<file path="config.mk">
export PLATFORM = sky130hd
export DESIGN_NAME = uart_tx_fifo
export DESIGN_NICKNAME = d
export VERILOG_FILES = /design/src/rtl/uart_tx_fifo.sv
export SDC_FILE = /design/constraint.sdc
export NUM_CORES = 1
export LEC_CHECK = 0
export ABC_CLOCK_PERIOD_IN_PS = 5380
export BUFFER_PORTS_ARGS = -buffer_cell sky130_fd_sc_hd__buf_2
export CORE_UTILIZATION = 65
export DETAILED_ROUTE_END_ITERATION = 8
export PLACE_DENSITY = 0.84
export SYNTH_ARGS = -nofsm -noshare
export SYNTH_HDL_FRONTEND = slang
export SYNTH_SLANG_ARGS = --single-unit
</file>
<file path="constraint.sdc">
create_clock -name clk -period 5.38 [get_ports clk]
set_clock_uncertainty 0.1 [all_clocks]
set_input_delay 0.269 -clock clk [delete_from_list [all_inputs] [get_ports clk]]
set_output_delay 0.269 -clock clk [all_outputs]
set_load 0.03 [all_outputs]
</file>
<file path="src/rtl/uart_tx_fifo.sv">
// UART transmitter with a small input FIFO, runtime parity and 1/2 stop bits.
// Optional line-break support is compiled in with `define UART_TX_BREAK_EN.
module uart_tx_fifo #(
    parameter int CLK_FREQ   = 50000000,
    parameter int BAUD_RATE  = 9600,
    parameter int DATA_BITS  = 8,
    parameter int FIFO_DEPTH = 4
) (
    input  logic                          clk,
    input  logic                          rst_n,
    input  logic                          s_valid,
    output logic                          s_ready,
    input  logic [DATA_BITS-1:0]          s_data,
    input  logic [1:0]                    cfg_parity,
    input  logic                          cfg_stop2,
`ifdef UART_TX_BREAK_EN
    input  logic                          tx_break,
`endif
    output logic                          tx,
    output logic                          tx_busy,
    output logic [$clog2(FIFO_DEPTH):0]   fifo_count
);

    localparam int CLKS_PER_BIT = CLK_FREQ / BAUD_RATE;
    localparam int CNT_W        = (CLKS_PER_BIT > 1) ? $clog2(CLKS_PER_BIT) : 1;
    localparam int IDX_W        = $clog2(DATA_BITS);
    localparam int PTR_W        = $clog2(FIFO_DEPTH);
    localparam int FCNT_W       = PTR_W + 1;

    typedef enum logic [2:0] {IDLE, START, DATA, PARITY, STOP} state_t;

    state_t               state;
    logic [DATA_BITS-1:0] mem [FIFO_DEPTH];
    logic [PTR_W-1:0]     wr_ptr;
    logic [PTR_W-1:0]     rd_ptr;
    logic [DATA_BITS-1:0] shreg;
    logic [CNT_W-1:0]     baud_cnt;
    logic [IDX_W-1:0]     bit_idx;
    logic                 par_en;
    logic                 par_bit;
    logic                 stop2_lat;
    logic                 push;
    logic                 load;
    logic                 bit_end;
    logic                 last_data;
    logic                 last_stop;
    logic                 shift_en;
    logic                 idle_ok;
    logic                 stop_ok;

    function automatic logic parity_bit(input logic [DATA_BITS-1:0] d, input logic [1:0] mode);
        return (mode == 2'b01) ? ~(^d) : (^d);
    endfunction

    assign s_ready   = (fifo_count != FCNT_W'(FIFO_DEPTH));
    assign push      = s_valid && s_ready;
    assign bit_end   = (baud_cnt == CNT_W'(CLKS_PER_BIT - 1));
    assign last_data = (bit_idx == IDX_W'(DATA_BITS - 1));
    assign last_stop = (bit_idx == IDX_W'(stop2_lat));

`ifdef UART_TX_BREAK_EN
    logic brk_recover;
    // After a break the line must sit idle-high for a full bit period before loading.
    assign idle_ok = !tx_break && !brk_recover;
    assign stop_ok = !tx_break;
`else
    assign idle_ok = 1'b1;
    assign stop_ok = 1'b1;
`endif

    // A load happens from IDLE or straight out of the final stop bit (no idle gap).
    assign load = (fifo_count != '0) &&
                  ((state == IDLE && idle_ok) ||
                   (state == STOP && bit_end && last_stop && stop_ok));

    assign shift_en = bit_end && (state == START || (state == DATA && !last_data));

    always_ff @(posedge clk) begin
        if (!rst_n) begin
            wr_ptr     <= '0;
            rd_ptr     <= '0;
            fifo_count <= '0;
        end else begin
            if (push) wr_ptr <= wr_ptr + 1'b1;
            if (load) rd_ptr <= rd_ptr + 1'b1;
            case ({push, load})
                2'b10:   fifo_count <= fifo_count + 1'b1;
                2'b01:   fifo_count <= fifo_count - 1'b1;
                default: fifo_count <= fifo_count;
            endcase
        end
    end

    always_ff @(posedge clk) begin
        if (push) mem[wr_ptr] <= s_data;
    end

    // Frame datapath: word and its line options are captured together at load time.
    always_ff @(posedge clk) begin
        if (load) begin
            shreg     <= mem[rd_ptr];
            par_bit   <= parity_bit(mem[rd_ptr], cfg_parity);
            par_en    <= (cfg_parity == 2'b01) || (cfg_parity == 2'b10);
            stop2_lat <= cfg_stop2;
        end else if (shift_en) begin
            shreg <= shreg >> 1;
        end
    end

    always_ff @(posedge clk) begin
        if (!rst_n) begin
            state    <= IDLE;
            baud_cnt <= '0;
            bit_idx  <= '0;
            tx       <= 1'b1;
            tx_busy  <= 1'b0;
`ifdef UART_TX_BREAK_EN
            brk_recover <= 1'b0;
`endif
        end else begin
            case (state)
                IDLE: begin
                    tx       <= 1'b1;
                    tx_busy  <= 1'b0;
                    baud_cnt <= '0;
                    bit_idx  <= '0;
`ifdef UART_TX_BREAK_EN
                    if (tx_break) begin
                        tx          <= 1'b0;
                        brk_recover <= 1'b1;
                    end else if (brk_recover) begin
                        if (bit_end) brk_recover <= 1'b0;
                        else         baud_cnt    <= baud_cnt + 1'b1;
                    end
`endif
                    if (load) begin
                        state   <= START;
                        tx      <= 1'b0;
                        tx_busy <= 1'b1;
                    end
                end
                START: begin
                    if (bit_end) begin
                        state    <= DATA;
                        baud_cnt <= '0;
                        bit_idx  <= '0;
                        tx       <= shreg[0];
                    end else begin
                        baud_cnt <= baud_cnt + 1'b1;
                    end
                end
                DATA: begin
                    if (bit_end) begin
                        baud_cnt <= '0;
                        if (last_data) begin
                            bit_idx <= '0;
                            if (par_en) begin
                                state <= PARITY;
                                tx    <= par_bit;
                            end else begin
                                state <= STOP;
                                tx    <= 1'b1;
                            end
                        end else begin
                            bit_idx <= bit_idx + 1'b1;
                            tx      <= shreg[0];
                        end
                    end else begin
                        baud_cnt <= baud_cnt + 1'b1;
                    end
                end
                PARITY: begin
                    if (bit_end) begin
                        state    <= STOP;
                        baud_cnt <= '0;
                        bit_idx  <= '0;
                        tx       <= 1'b1;
                    end else begin
                        baud_cnt <= baud_cnt + 1'b1;
                    end
                end
                STOP: begin
                    if (bit_end) begin
                        baud_cnt <= '0;
                        if (!last_stop) begin
                            bit_idx <= bit_idx + 1'b1;
                        end else begin
                            bit_idx <= '0;
                            if (load) begin
                                state <= START;
                                tx    <= 1'b0;
                            end else begin
                                state   <= IDLE;
                                tx_busy <= 1'b0;
                                tx      <= 1'b1;
                            end
                        end
                    end else begin
                        baud_cnt <= baud_cnt + 1'b1;
                    end
                end
                default: begin
                    state   <= IDLE;
                    tx      <= 1'b1;
                    tx_busy <= 1'b0;
                end
            endcase
        end
    end

endmodule

</file>
==> results.json, run 1 <==
{
  "h-tree-depth": 3,
  "rsz0062_at_grt": "false",
  "synth_nets": 301,
  "whs_path_depth": 1,
  "grt_pass1_wl_mm": 10.1,
  "drt_wl_total_mm": 6.02,
  "cp.arrival_ns": 3.44,
  "row_count": 25,
  "area_growth_pct": 10.4,
  "yosysSeqAreaShare_pct": 56.4,
  "setup_viol": 0,
  "die_y_um": 73.8,
  "maxCapViolCount": 0,
  "cts_buffer_depth": 2,
  "ys_async_sr_fraction_pct": 0,
  "n_antenna_cell": 0,
  "insertion_delay_ns": 0.34,
  "rr_endpoint": "fifo_count[2]",
  "start_util_pct": 69.2,
  "reg2reg_from": "baud_cnt[0]",
  "grt_pass1_vias": 2138,
  "die_area_mm2": 0.00545,
  "layout-drive-gt1-share_pct": 19.5,
  "path_class": "reg2reg",
  "finalHoldViolations": 0,
  "clock-sinks": 73,
  "path_clk_slew_ns": 0.08,
  "cts_tree": "yes",
  "required_ns": 5.55,
  "nNetsFinal": 321,
  "core_mm2": 0.00485,
  "design_area_mm2": 0.00370,
  "cts-root-buf": "clkbuf_8",
  "worstSetupStartpointType": "flip-flop",
  "min_to": "mem[1][0]",
  "fin_tns_setup_ns": 0,
  "fin_crit_ns": 3.28,
  "wl_per_cell_um": 16.3,
  "r2r_slack_ns": 2.10,
  "antenna_left": 0,
  "status": "completed",
  "rr_worst_depth": 12,
  "antenna_found_initial": 0,
  "drt_iter0_markers": 169,
  "grt_start_max_net_pins": 16,
  "dr.pass1.iters": 4,
  "worstMarginPinSlew_ns": 1.14,
  "synthCells": 277,
  "max_freq_ghz": 0.305,
  "ys.warnings.count": 0,
  "min-delay-start": "s_data[0]",
  "synth_edf_count": 43,
  "vias": 2167,
  "crit_path_max_fanout": 13,
  "power.density_mw_per_mm2": 538,
  "grtUsageTotal_pct": 26.0,
  "end_kind": "flip-flop",
  "p_leak_nw": 1.31,
  "hp-class": "in2reg",
  "hpwl_mm": 4.21,
  "ys_ff_latch": 73,
  "die_w_um": 73.8,
  "fin_crit_sh_pct": 60.9,
  "finalMaxSlewViolations": 0,
  "viasPerCell": 5.87,
  "synth.distinct_cells": 48,
  "synthFlopType": "edfxtp_1",
  "postCtsSetupRepairBufs": 0,
  "route.detailed.drc": 0,
  "globalplace.congestion": 0.863,
  "dpl_cell_area_mm2": 0.00347,
  "slew_headroom_pct": 23.4,
  "io_pins": 20,
  "syn_avg_cell_area_um2": 12.1,
  "io_buffers": 19,
  "ir_drop_mv": 0.513,
  "synth.cell_area_mm2": 0.00335,
  "cts_made_buffers": 9,
  "overflow": 0
}
==> stage by stage <==
stage	util [%]	worst slack, ns	cells	power (mW)	hold slack [ns]
floorplan	-	2.60	277	1.36	0.268
global placement	71.5	2.33	352	1.48	0.351
detailed placement	71.5	2.12	352	1.52	0.358
CTS	76.4	2.12	369	2.00	0.0331
global route	76.4	1.85	369	2.10	0.0320
finish	76.4	2.10	369	1.99	0.0438
==> Yosys cell counts (2+ instances only) <==
master | count | share of area [%]
and2_1 | 3 | 0.56
nand3_1 | 7 | 1.0
nor2_1 | 24 | 2.7
dfxtp_1 | 30 | 18
nand2b_1 | 2 | 0.37
o21a_1 | 2 | 0.45
a21oi_1 | 19 | 2.8
mux4_2 | 8 | 5.4
ha_1 | 9 | 3.4
nand4_1 | 3 | 0.56
xor2_1 | 7 | 1.8
buf_2 | 2 | 0.30
inv_1 | 17 | 1.9
buf_6 | 3 | 1.0
or3_1 | 2 | 0.37
nor3_1 | 5 | 0.75
nand2_1 | 14 | 1.6
or4_1 | 2 | 0.45
o31ai_1 | 2 | 0.45
clkbuf_1 | 6 | 0.67
o21ai_0 | 12 | 1.8
xnor2_1 | 14 | 3.7
mux2_2 | 7 | 2.4
and3_1 | 10 | 1.9
o211ai_1 | 2 | 0.45
edfxtp_1 | 43 | 38
==> worst max-delay path by stage <==
stage          slack, ns        start             to
2_1_floorplan       2.60    stop2_lat  fifo_count[2]
3_3_place_gp        2.33  baud_cnt[0]  fifo_count[2]
3_5_place_dp        2.12  baud_cnt[0]  fifo_count[2]
4_1_cts             2.12  baud_cnt[0]  fifo_count[2]
5_1_grt             1.85  baud_cnt[0]  fifo_count[2]
6_report            2.10  baud_cnt[0]  fifo_count[2]
==> cell families after synthesis <==
group / share of synthesized area, %
compound gates: 9.03
fa+ha+maj: 4.29
simple gates: 13.2
mux: 7.72
xor+xnor: 5.48
buf+inv: 3.88
flops: 56.4
==> sequential cells by signal, indices dropped and copies added (netlist names), named ones only <==
signal and flops:
mem 32, stop2_lat 1, tx 1, tx_busy 1
fifo_count 3, bit_idx 3, par_bit 1, wr_ptr 2
state 3, shreg 8, rd_ptr 2, par_en 1
baud_cnt 13
==> cell type report <==
cell class                      count  area (µm²)
Clock buffer                       10         138
Clock inverter                      6        90.1
Fill cell                         315        1140
Inverter                           17        63.8
Multi-Input combinational cell    176        1330
Sequential cell                    73        1890
Tap cell                           67        83.8
Timing Repair Buffer               20         105
==> metal layers <==
| metal | wire (µm) | up-vias | GRT usage (%) | part of all wire [%] |
|---|---|---|---|---|
| met3 | 205 | 11 | 5.62 | 3.4 |
| met4 | 102 | 0 | 12.4 | 1.7 |
| met1 | 2690 | 1048 | 34.2 | 45 |
| li1 | - | 1053 | - | - |
| met2 | 3020 | 55 | 41.3 | 50 |
| met5 | 0 | - | 0 | 0 |
==> power by group <==
group          total (mW)  internal (mW)  leakage (nW)  switching [mW]
Sequential          0.827          0.749         0.642          0.0777
Combinational       0.692          0.300         0.559           0.391
Clock               0.476          0.275         0.113           0.201
==> cells in the final DEF (no fill, tap or decap), types with 2 or more instances in the layout <==
cell type,n
nor3_1,5
dfxtp_1,30
o21ai_0,12
edfxtp_1,43
bufinv_16,2
nand3_1,7
o21a_1,2
ha_1,9
and2_1,3
and3_1,10
or4_1,2
mux4_2,8
mux2_2,7
or3_1,2
nand2_1,14
o31ai_1,2
nor2_1,24
inv_1,17
xnor2_1,14
a21oi_1,19
xor2_1,7
buf_2,19
clkbuf_8,10
nand4_1,3
nand2b_1,2
o211ai_1,2
==> worst max-delay path, stage by stage (launching register included) <==
cell and delay [ns]:
dfxtp_1 0.38, ha_1 0.19, and4_1 0.21, nand3_2 0.23, o21ai_2 0.29, nand2_1 0.28, inv_1 0.25, ha_1 0.22
inv_1 0.06, fa_1 0.37, xor2_1 0.16, or3_1 0.30, a21oi_1 0.15
==> repair_timing <==
action | CTS | global route
hold buffers | 1 | 0
endpoints found under the hold margin | 1 | 0
gates resized for setup | 0 | 0
No activity file was read; power rests on OpenSTA's default activity.
==> run 2, diff against run 1 <==
- ABC_CLOCK_PERIOD_IN_PS: 5380 -> 2700
- CORE_UTILIZATION: 65 -> 54
- PLACE_DENSITY: 0.84 -> 0.75
- clock period: 5.38 -> 2.7 ns (I/O delays scaled with it)
==> results.json, run 2 (synthesis gave the netlist of run 1 again) <==
{
  "path_class": "reg2reg",
  "rsz0062_at_grt": "false",
  "grt_pass1_wl_mm": 9.74,
  "finalMaxSlewViolations": 0,
  "h-tree-depth": 3,
  "end_kind": "flip-flop",
  "regMostFlops": "mem",
  "dr_wl_met2_mm": 2.94,
  "final_cell_mix": "edfxtp_1 (43), dfxtp_1 (29), nor2_1 (24)",
  "whs_path_depth": 3,
  "crit_path_max_fanout": 3,
  "io_pins": 20,
  "cts_tree": "yes",
  "r2r_slack_ns": 0.13,
  "largest_reg_flops": 32,
  "hpwl_mm": 4.10,
  "path_cells": "xor2_1 -> or3_4 -> o21ai_4 -> nand2_2 -> inv_2 -> ha_2 -> inv_1 -> fa_2 -> xor2_1 -> or3_1 -> a21oi_1",
  "min-delay-start": "cfg_parity[0]",
  "hp-class": "in2reg",
  "wl_met1_mm": 2.60,
  "max_freq_ghz": 0.389,
  "crit_start": "stop2_lat",
  "die_w_um": 80.8,
  "die_y_um": 80.8,
  "wl_per_cell_um": 14.8,
  "final_common_cell": "edfxtp_1",
  "globalplace.congestion": 0.798,
  "area_growth_pct": 15.0,
  "grt_pass1_vias": 2068,
  "ff_latch_area_mm2": 0.00189,
  "p_leak_nw": 1.37,
  "grtUsageTotal_pct": 20.4,
  "wl_met3_um": 242,
  "drt_wl_total_mm": 5.86,
  "antenna_found_initial": 0,
  "grt_start_max_net_pins": 15,
  "cts_buffer_depth": 2,
  "pwr-share-clk_pct": 19.3,
  "reg_top3": "mem: 32 flops, baud_cnt: 13 flops, shreg: 8 flops",
  "clock-sinks": 73,
  "holdWs_ns": 0.120,
  "vias": 2206,
  "rr_worst_depth": 11,
  "power_mw": 3.83,
  "cts_made_buffers": 9,
  "worstSetupStartpointType": "flip-flop",
  "layout-drive-gt1-share_pct": 23.7,
  "p_switching_mw": 1.31,
  "top_layer": "met4",
  "fillers": 462,
  "maxCapViolCount": 0,
  "critPathMostFrequentCell": "xor2_1",
  "cts-root-buf": "clkbuf_8",
  "p_int_mw": 2.53,
  "path_clk_slew_ns": 0.08,
  "slew_headroom_pct": 51.9,
  "n_antenna_cell": 0,
  "setup_viol": 0,
  "fin_crit_sh_pct": 95.2,
  "swShare_pct": 34.1,
  "power.density_mw_per_mm2": 994,
  "reg2reg_from": "stop2_lat",
  "fin_crit_ns": 2.57,
  "overflow": 0,
  "required_ns": 2.88,
  "drt_iter0_markers": 135,
  "core_mm2": 0.00596,
  "cp.arrival_ns": 2.75,
  "ir_drop_mv": 0.792,
  "viasPerCell": 5.57,
  "die_area_mm2": 0.00653,
  "worstMarginPinSlew_ns": 0.718,
  "antenna_left": 0,
  "multiInputGateArea_mm2": 0.00136,
  "insertion_delay_ns": 0.35,
  "fin_tns_setup_ns": 0,
  "p_comb_share_pct": 39.3,
  "io_buffers": 19,
  "nNetsFinal": 341,
  "finalHoldViolations": 0,
  "cp_slowest_cell": "or3_4",
  "dr.pass1.iters": 4,
  "pwr-share-seq_pct": 41.4,
  "row_count": 28,
  "status": "completed",
  "start_util_pct": 56.3,
  "route.detailed.drc": 0,
  "slowest_delay_ns": 0.40
}
==> run 2: changes by cell type in the layout (fill, tap and decap cells not counted), sizes merged <==
cell         change
buf             +11
clkbuf           -1
clkinvlp         +1
inv              -1
dlygate4sd3      +9
clkinv           +2
bufinv           -2
==> run 2: worst max-delay path, delay by kind of cell, from the launching register on <==
family | cells | cell delay [ns]
flops | 1 | 0.39
buf+inv | 2 | 0.12
compound gates | 2 | 0.29
fa+ha+maj | 2 | 0.50
simple gates | 3 | 0.80
xor+xnor | 2 | 0.31
==> run 2: layout make-up <==
| type | instances | area share [%] |
|---|---|---|
| clock buffers | 9 | 3.21 |
| clock inverters | 6 | 1.20 |
| inverters | 17 | 1.65 |
| multi-input cells | 176 | 35.2 |
| flip-flops and latches | 73 | 49.1 |
| well taps | 75 | 2.43 |
| repair buffers | 40 | 7.20 |
==> run 2: repair_timing <==
| item | 4_1_cts | 5_1_grt |
|---|---|---|
| endpoints found under the setup margin | 0 | 9 |
| resized for setup | 0 | 7 |
| hold buffers | 10 | 0 |
| endpoints found under the hold margin | 36 | 0 |
| setup buffers | 0 | 0 |
==> run 2: through the flow <==
| step | worst slack [ns] | area [µm²] | cells | util, % |
|---|---|---|---|---|
| after detailed placement | 0.0877 | 3560 | 371 | 59.8 |
| after global placement | 0.178 | 3560 | 371 | 59.8 |
| after global routing | 0.0140 | 3860 | 396 | 64.7 |
| after CTS | 0.0483 | 3830 | 396 | 64.3 |
| after floorplan | 0.000663 | 3360 | 277 | - |
| final | 0.129 | 3860 | 396 | 64.7 |
==> run 2: worst paths after layout <==
kind	endpoint
min reg2reg	flip-flop
min	par_en
max reg2reg	fifo_count[2]
max	fifo_count[2]
==> run 2: routing by layer <==
metal | up-vias | GRT usage, %
met4 | 0 | 6.61
met3 | 8 | 7.42
met1 | 1063 | 25.0
li1 | 1088 | -
met5 | - | 0
met2 | 47 | 33.5
==> run 2: power groups by stage <==
| stage | Combinational [mW] | Sequential, mW | Clock [mW] |
|---|---|---|---|
| 6_report | 1.51 | 1.59 | 0.739 |
| 5_1_grt | 1.65 | 1.61 | 0.800 |
| 4_1_cts | 1.50 | 1.59 | 0.758 |
| 3_5_place_dp | 1.48 | 1.62 | 0 |
| 3_3_place_gp | 1.46 | 1.61 | 0 |
| 2_1_floorplan | 1.06 | 1.66 | 0 |
